File: src/rtl/reaction_timer_ctrl_pkg.sv
`default_nettype none
// ============================================================================
// Module   : reaction_timer_ctrl_pkg
// Brief    : State encoding and BCD constants for the reaction timer.
// Revision : 1.0
// ============================================================================
package reaction_timer_ctrl_pkg;

  typedef enum logic [2:0] {
    ST_IDLE   = 3'd0,
    ST_WAIT   = 3'd1,
    ST_GO     = 3'd2,
    ST_RESULT = 3'd3,
    ST_FOUL   = 3'd4
  } state_t;

  localparam int          BCD_DIGITS = 4;
  localparam logic [15:0] BCD_MAX    = 16'h9999;
  localparam logic [3:0]  DIGIT_MAX  = 4'd9;

  // The generator can emit 10..15; treat those as the longest delay.
  function automatic logic [3:0] clamp_digit(input logic [3:0] d);
    return (d > DIGIT_MAX) ? DIGIT_MAX : d;
  endfunction

endpackage
`default_nettype wire

File: src/rtl/reaction_timer_ctrl_bcd_counter4.sv
`default_nettype none
// ============================================================================
// Module   : bcd_counter4
// Brief    : Four-digit BCD incrementer that saturates at 9999.
// Revision : 1.0
// ============================================================================
module bcd_counter4
  import reaction_timer_ctrl_pkg::*;
(
  input  logic                    clk,
  input  logic                    reset,
  input  logic                    clr,
  input  logic                    inc,
  output logic [4*BCD_DIGITS-1:0] value,
  output logic                    at_max
);

  logic [BCD_DIGITS-1:0] w_carry;

  assign at_max     = (value == BCD_MAX);
  assign w_carry[0] = inc & ~at_max;

  for (genvar gi = 0; gi < BCD_DIGITS; gi++) begin : g_digit
    logic [3:0] r_dig;

    always_ff @(posedge clk) begin
      if (reset || clr) begin
        r_dig <= 4'd0;
      end else if (w_carry[gi]) begin
        r_dig <= (r_dig == 4'd9) ? 4'd0 : r_dig + 4'd1;
      end
    end

    assign value[4*gi +: 4] = r_dig;

    if (gi < BCD_DIGITS - 1) begin : g_chain
      assign w_carry[gi+1] = w_carry[gi] & (r_dig == 4'd9);
    end
  end

endmodule
`default_nettype wire

File: src/rtl/reaction_timer_ctrl.sv
`default_nettype none
// ============================================================================
// Module   : reaction_timer_ctrl
// Brief    : Reaction-time trial controller with random delay and BCD result.
// Revision : 1.0
// ============================================================================
module reaction_timer_ctrl
  import reaction_timer_ctrl_pkg::*;
#(
  parameter int DELAY_TICKS = 50000000,
  parameter int MS_TICKS    = 100000
) (
  input  logic        clk,
  input  logic        reset,
  input  logic        start,
  input  logic        press,
  input  logic [3:0]  rand_digit,
  output logic        rand_stop,
  output logic        led,
  output logic        busy,
  output logic        done,
  output logic        foul,
  output logic [15:0] time_bcd
);

  localparam int c_delay_w = $clog2(10*DELAY_TICKS + 1);
  localparam int c_presc_w = $clog2(MS_TICKS + 1);

  state_t               r_state;
  state_t               w_state_next;
  logic [3:0]           r_digit;
  logic [c_delay_w-1:0] r_delay;
  logic [c_delay_w-1:0] w_delay_last;
  logic [c_presc_w-1:0] r_presc;
  logic                 w_start_trial;
  logic                 w_delay_done;
  logic                 w_tick_ms;
  logic                 w_bcd_inc;
  logic                 w_at_max;
  logic [15:0]          w_bcd;

  assign w_delay_last  = c_delay_w'((32'(r_digit) + 32'd1) * 32'(DELAY_TICKS) - 32'd1);
  assign w_delay_done  = (r_delay == w_delay_last);
  assign w_tick_ms     = (r_presc == c_presc_w'(MS_TICKS - 1));
  assign w_start_trial = start &&
                         (r_state == ST_IDLE || r_state == ST_RESULT || r_state == ST_FOUL);
  // A press freezes the display on the value it showed in the press cycle.
  assign w_bcd_inc     = (r_state == ST_GO) && w_tick_ms && !press;

  always_ff @(posedge clk) begin
    if (reset) begin
      r_state <= ST_IDLE;
    end else begin
      r_state <= w_state_next;
    end
  end

  always_comb begin
    w_state_next = r_state;
    case (r_state)
      ST_IDLE, ST_RESULT, ST_FOUL: begin
        if (start) w_state_next = ST_WAIT;
      end
      ST_WAIT: begin
        if (press)             w_state_next = ST_FOUL;
        else if (w_delay_done) w_state_next = ST_GO;
      end
      ST_GO: begin
        if (press || w_at_max) w_state_next = ST_RESULT;
      end
      default: w_state_next = ST_IDLE;
    endcase
  end

  always_ff @(posedge clk) begin
    if (reset) begin
      r_digit <= 4'd0;
      r_delay <= '0;
      r_presc <= '0;
    end else if (w_start_trial) begin
      r_digit <= clamp_digit(rand_digit);
      r_delay <= '0;
      r_presc <= '0;
    end else begin
      if (r_state == ST_WAIT) r_delay <= r_delay + c_delay_w'(1);
      if (r_state == ST_GO)   r_presc <= w_tick_ms ? '0 : r_presc + c_presc_w'(1);
    end
  end

  bcd_counter4 u_time (
    .clk    (clk),
    .reset  (reset),
    .clr    (w_start_trial),
    .inc    (w_bcd_inc),
    .value  (w_bcd),
    .at_max (w_at_max)
  );

  assign busy      = (r_state == ST_WAIT) || (r_state == ST_GO);
  assign rand_stop = busy;
  assign led       = (r_state == ST_GO);
  assign done      = (r_state == ST_RESULT);
  assign foul      = (r_state == ST_FOUL);
  assign time_bcd  = w_bcd;

endmodule
`default_nettype wire

File: config.mk
export PLATFORM = sky130hd
export DESIGN_NAME = reaction_timer_ctrl
export DESIGN_NICKNAME = d
export VERILOG_FILES = /design/src/rtl/reaction_timer_ctrl_pkg.sv /design/src/rtl/reaction_timer_ctrl_bcd_counter4.sv /design/src/rtl/reaction_timer_ctrl.sv
export SDC_FILE = /design/constraint.sdc
export NUM_CORES = 1
export LEC_CHECK = 0
export ABC_AREA = 1
export CORE_UTILIZATION = 65
export CTS_CLUSTER_SIZE = 12
export DETAILED_ROUTE_END_ITERATION = 8
export DONT_BUFFER_PORTS = 1
export PLACE_DENSITY = 0.87
export SYNTH_ARGS = -nofsm -noshare
export SYNTH_HDL_FRONTEND = slang
export SYNTH_SLANG_ARGS = --single-unit
File: constraint.sdc
create_clock -name clk -period 5.4 [get_ports clk]
set_input_delay 1.08 -clock clk [delete_from_list [all_inputs] [get_ports clk]]
set_output_delay 1.08 -clock clk [all_outputs]
set_load 0.02 [all_outputs]
# After elaboration in Yosys (flattened, before gate mapping)
# Index checks and enable logic that the tools add are counted.
# totals
wordCells	61
ff_bits	69
in_bits	8
output_inout_bits	21
# op_classes
reduce_logical	13
multipliers	1
mux	11
n_lt_le_gt_ge	1
bitwise	5
n_addsub	8
n_eq_ne	14
# op_table
operator	count
29-bit by 1-bit adder with 29-bit output (second input constant)	1
29-bit equality test	1
29-bit by 1-bit subtractor with 29-bit output (second input constant)	1
5-bit by 19-bit multiplier with 22-bit output (second input constant)	1
4-bit 2-to-1 mux	5
17-bit by 1-bit adder with 17-bit output (second input constant)	1
17-bit equality test (second input constant)	1
17-bit 2-to-1 mux	1
4-bit by 1-bit adder with 4-bit output (second input constant)	4
16-bit equality test (second input constant)	1
4-bit equality test (second input constant)	4
3-bit 2-to-1 mux	4
3-bit one-hot mux with 3 select lines	1
3-bit by 2-bit equality test with 1-bit output (second input constant)	2
4-bit by 1-bit adder with 5-bit output (second input constant)	1
1-bit logical OR	5
1-bit bitwise AND	4
4-bit > comparator (second input constant)	1
3-bit by 1-bit equality test with 1-bit output (second input constant)	1
3-bit equality test (second input constant)	1
1-bit logical AND	3
3-bit logical NOT	1
3-bit inequality test (second input constant)	1
3-bit AND reduction	1
6 further kinds	6

# Depth between registers and ports, before layout
# logic_depth
depth_word	7
depth_mapped	31

# Cells and area by module
# A second synthesis with hierarchy kept.
# unflattened
cells_unflattened	819
area_unflattened_um2	5552.8
# modules_own_cells
mod	seq_area_each_um2	area_each_um2	cells_per_inst	instances
reaction_timer_ctrl	1061.0	4624.4	683	1
bcd_counter4	320.3	928.4	136	1

# Worst setup path before layout
# No wires, ideal clock.
# synth_path
kind	flip-flop to flip-flop
startpoint	register r_digit[0]
endpoint	register r_state[2]
t_required_ns	5.286
n_path_buf	0
t_arrival_ns	4.628
path_stages_with_launch	25
slack_ns	0.658
path_cell_list	dfxtp_1 -> nand3_1 -> xor2_1 -> inv_1 -> fa_1 -> xor2_1 -> ha_1 -> fa_1 -> ha_1 -> nand2_1 -> inv_1 -> a21oi_2 -> inv_1 -> a21oi_1 -> nand2_1 -> nand2_1 -> nand2_1 -> nor3_1 -> nor2_1 -> nor2_1 -> nand2_1 -> nand2_2 -> nand2_2 -> nand2_1 -> a21oi_2
# synth_between
elab_chain_cells	6
# synth_rtl
item	line	text
from (decl)	reaction_timer_ctrl.sv:31	logic [3:0] r_digit;
from (signal assigned)	reaction_timer_ctrl.sv:81	r_digit <= clamp_digit(rand_digit);
4-bit by 1-bit adder with 5-bit output	reaction_timer_ctrl.sv:42	assign w_delay_last = c_delay_w'((32'(r_digit) + 32'd1) * 32'(DELAY_TICKS) - 32'd1);
5-bit by 19-bit multiplier with 22-bit output	reaction_timer_ctrl.sv:42	
29-bit by 1-bit subtractor with 29-bit output	reaction_timer_ctrl.sv:42	
29-bit equality test	reaction_timer_ctrl.sv:43	assign w_delay_done = (r_delay == w_delay_last);
3-bit inequality test (no line)	--	
3-bit AND reduction (no line)	--	
to (signal assigned)	reaction_timer_ctrl.sv:54	r_state <= w_state_next;
to (decl)	reaction_timer_ctrl.sv:29	state_t r_state;
# No other way between the ends.
# A chain may end at the register's enable or synchronous reset.

# Worst setup path in the final report
# layout_path
startpoint	register r_digit[1]
endpoint	register r_state[0]
# Same word-level chain as after synthesis.

==> impl_metrics.py <==
metrics = {
    "timing": {
        "finalSetupViolCount": 0,
        "rsz0062_at_grt": "false",
        "hold_viol": 0,
        "slew_violations": 0,
        "slew_headroom": 0.308,
        "worst_slew_pin_slew_ns": 1.03,
        "fin_crit_sh": 0.917,
        "fmax_mhz": 202,
        "min_period_ns": 4.95,
        "fin_skew_ns": 0.00491,
        "finalSetupTns_ns": 0,
    },
    "synth": {
        "synth_nets": 884,
        "async_reset_ff_frac": 0,
        "netlist_area_mm2": 0.00567,
        "synth_cells": 824,
        "synth_edf_count": 0,
        "avgSynthCellArea_um2": 6.89,
        "synth_ff_type": "dfxtp_1",
        "synth.distinct_cells": 47,
        "synth_seq_area_share": 0.243,
        "yosysWarnings": 0,
        "ys_ff_latch": 69,
    },
    "setup_path": {
        "startpoint": "r_digit[1]",
        "rr_worst_depth": 26,
        "critPathCapture": "r_state[0]",
        "reg2reg_to": "r_state[0]",
        "critPathBufInv": 3,
        "crit_type": "flop to flop",
        "crit_family": "adder cells",
        "slowest_delay_ns": 0.49,
        "cp_slowest_cell": "fa_1",
        "critical_path_peak_fanout": 6,
        "r2r-start": "r_digit[1]",
        "required_ns": 5.64,
        "cp_common_cell": "nor2_1",
        "worst-path-stages": 26,
        "critPathLaunchType": "flop",
        "end_kind": "flop",
        "worstPathArrival_ns": 5.19,
        "rrSetupSlack_ns": 0.45,
    },
    "grt": {
        "grt_use_total": 0.312,
        "grt_antenna_before_repair": 0,
        "grt_pass1_vias": 5197,
        "met3_usage": 0.0439,
        "overflow": 0,
        "grt_use_met1": 0.340,
        "grt_max_degree": 35,
        "top_usage_layer": "met2",
        "grt_pass1_wl_um": 22400,
        "grtUsageMet2": 0.590,
    },
    "drt": {
        "antenna_left": 0,
        "firstDrtPassIters": 6,
        "detail_route.drc_violations": 0,
        "vias": 5271,
        "routed_wl_um": 13100,
        "wl_per_cell_um": 13.9,
        "drtIter0Drc": 246,
        "via_per_inst": 5.61,
    },
    "floorplanning": {
        "start_util": 0.680,
        "die_area_mm2": 0.00911,
        "core_mm2": 0.00834,
        "die_h_um": 95.4,
        "io_pins": 29,
        "dieWidth_um": 95.4,
        "rows": 33,
    },
    "cts": {
        "cts_setup_buffers": 0,
        "clkSinkCount": 69,
        "tritoncts": "yes",
        "ctsResizeCount": 0,
        "htree_levels": 3,
        "cts_buffers": 9,
        "clock-root-buffer": "clkbuf_8",
        "clockBufferDepth": 2,
        "clkTransAtPathRegs_ns": 0.07,
        "insertion_delay_ns": 0.34,
        "postCtsHoldBufs": 0,
    },
    "placed_design": {
        "io_buffers": 0,
        "gp_congestion": 0.955,
        "dp_hpwl_um": 10300,
    },
    "pwr": {
        "clkPwrFrac": 0.107,
        "comb_power_share": 0.717,
        "ir_drop_mv": 0.314,
        "power.switching_uw": 1710,
        "internal_power_uw": 1450,
        "p_sw_frac": 0.541,
        "total_leakage_power_uw": 0.00267,
        "pwr_density_cell_mw_per_mm2": 531,
        "p_seq_frac": 0.176,
    },
    "run_status": {
        "status": "finished clean",
    },
    "final_layout": {
        "area_growth_pct": 4.90,
        "diodes": 0,
        "drive_gt1_frac": 0.123,
        "final_util": 0.714,
        "num-nets-final": 892,
    },
    "worst_hold_path": {
        "hp-class": "flop to flop",
    },
    "flow_run": {
        "cap_violations": 0,
    },
}
## power by group through the flow
stage               sequential, uW  combinational (uW)  clock (uW)
floorplan                      572                1780           0
global placement               567                2160           0
detailed placement             568                2230           0
CTS                            557                2250         344
global route                   561                2550         361
finish                         558                2270         337
## how the worst min path moves through the flow
stage	end	startpoint	slack, ns	cells after the start
after floorplan	r_delay[28]	r_delay[28]	0.46	2
after global placement	r_delay[1]	r_delay[1]	0.47	2
after detailed placement	r_delay[1]	r_delay[1]	0.48	2
after CTS	r_delay[1]	r_delay[1]	0.49	2
after global routing	r_delay[1]	r_delay[1]	0.51	2
final	r_delay[1]	r_delay[1]	0.50	2
## sequential cells by signal, indices dropped and copies added (netlist names)
register,count
r_delay,29
r_digit,4
r_presc,17
r_state,3
u_time.g_digit.r_dig,16
## per-stage QoR
stage	hold WS, ns	std cells	setup slack [ns]	total power [uW]	instance area, um^2
finish	0.496	940	0.449	3160	5950
global route	0.512	940	0.119	3470	5950
CTS	0.493	940	0.505	3150	5950
detailed placement	0.484	926	0.550	2800	5810
global placement	0.472	926	0.657	2730	5810
floorplan	0.457	824	0.658	2350	5670
## cell usage after synthesis (3+ instances only)
cell,n,area (um^2)
nor4_1,5,31.3
nand3_2,8,80.1
nor3_1,15,75.1
a21oi_1,40,200
nor2_4,8,90.1
nor3b_1,7,52.6
xor2_1,30,263
nand2_1,177,664
nand2_2,14,87.6
o21ai_0,23,115
nand3b_1,4,30.0
ha_1,38,475
inv_2,22,82.6
inv_1,124,465
nand3_4,4,70.1
nor2_1,85,319
nor2_2,12,75.1
dfxtp_1,69,1380
xnor2_1,9,78.8
o21a_1,4,30.0
nand3_1,49,245
a21oi_2,3,26.3
clkbuf_1,6,22.5
or2_2,3,18.8
fa_1,14,280
nand4_1,20,125
## final cells by class
cell class | instances | area [um^2]
tap | 105 | 131
timing repair buffer | 4 | 30.0
clock inverter | 3 | 15.0
fill | 651 | 2390
multi-input combinational | 600 | 3710
inverter | 148 | 557
sequential | 69 | 1380
clock buffer | 11 | 131
## cells by family (layout without fill, tap and decap cells)
| kind of cell | Yosys count | count (layout) | share of synthesized area |
|---|---|---|---|
| flip-flops | 69 | 69 | 0.243 |
| AND/OR/NAND/NOR | 424 | 424 | 0.375 |
| buffers and inverters | 155 | 166 | 0.103 |
| adder cells (fa/ha/maj) | 52 | 52 | 0.133 |
| AO/OA/AOI/OAI | 85 | 85 | 0.0851 |
| XOR/XNOR | 39 | 39 | 0.0602 |
## worst register-to-register path, delay by kind of cell, from the launching register on
kind                     cells  cell delay, ns
AO/OA/AOI/OAI                3            0.57
AND/OR/NAND/NOR             14            1.24
buffers and inverters        3            0.35
flip-flops                   1            0.45
adder cells (fa/ha/maj)      5            1.81
XOR/XNOR                     1            0.43
## cells in the final DEF (no fill, tap or decap), types with 12 or more instances in the layout
cell type and n:
a21oi_1 40, dfxtp_1 69, fa_1 14, ha_1 38, inv_1 124, inv_2 22
nand2_1 177, nand2_2 14, nand3_1 49, nand4_1 20, nor2_1 85, nor2_2 12
nor3_1 15, o21ai_0 23, xor2_1 30
## layer usage
| layer | up-vias | wire, um |
|---|---|---|
| met5 | - | 0 |
| met3 | 41 | 620 |
| met4 | 0 | 458 |
| met1 | 2445 | 5410 |
| li1 | 2647 | - |
| met2 | 138 | 6570 |
No activity file was read; power rests on OpenSTA's default activity.
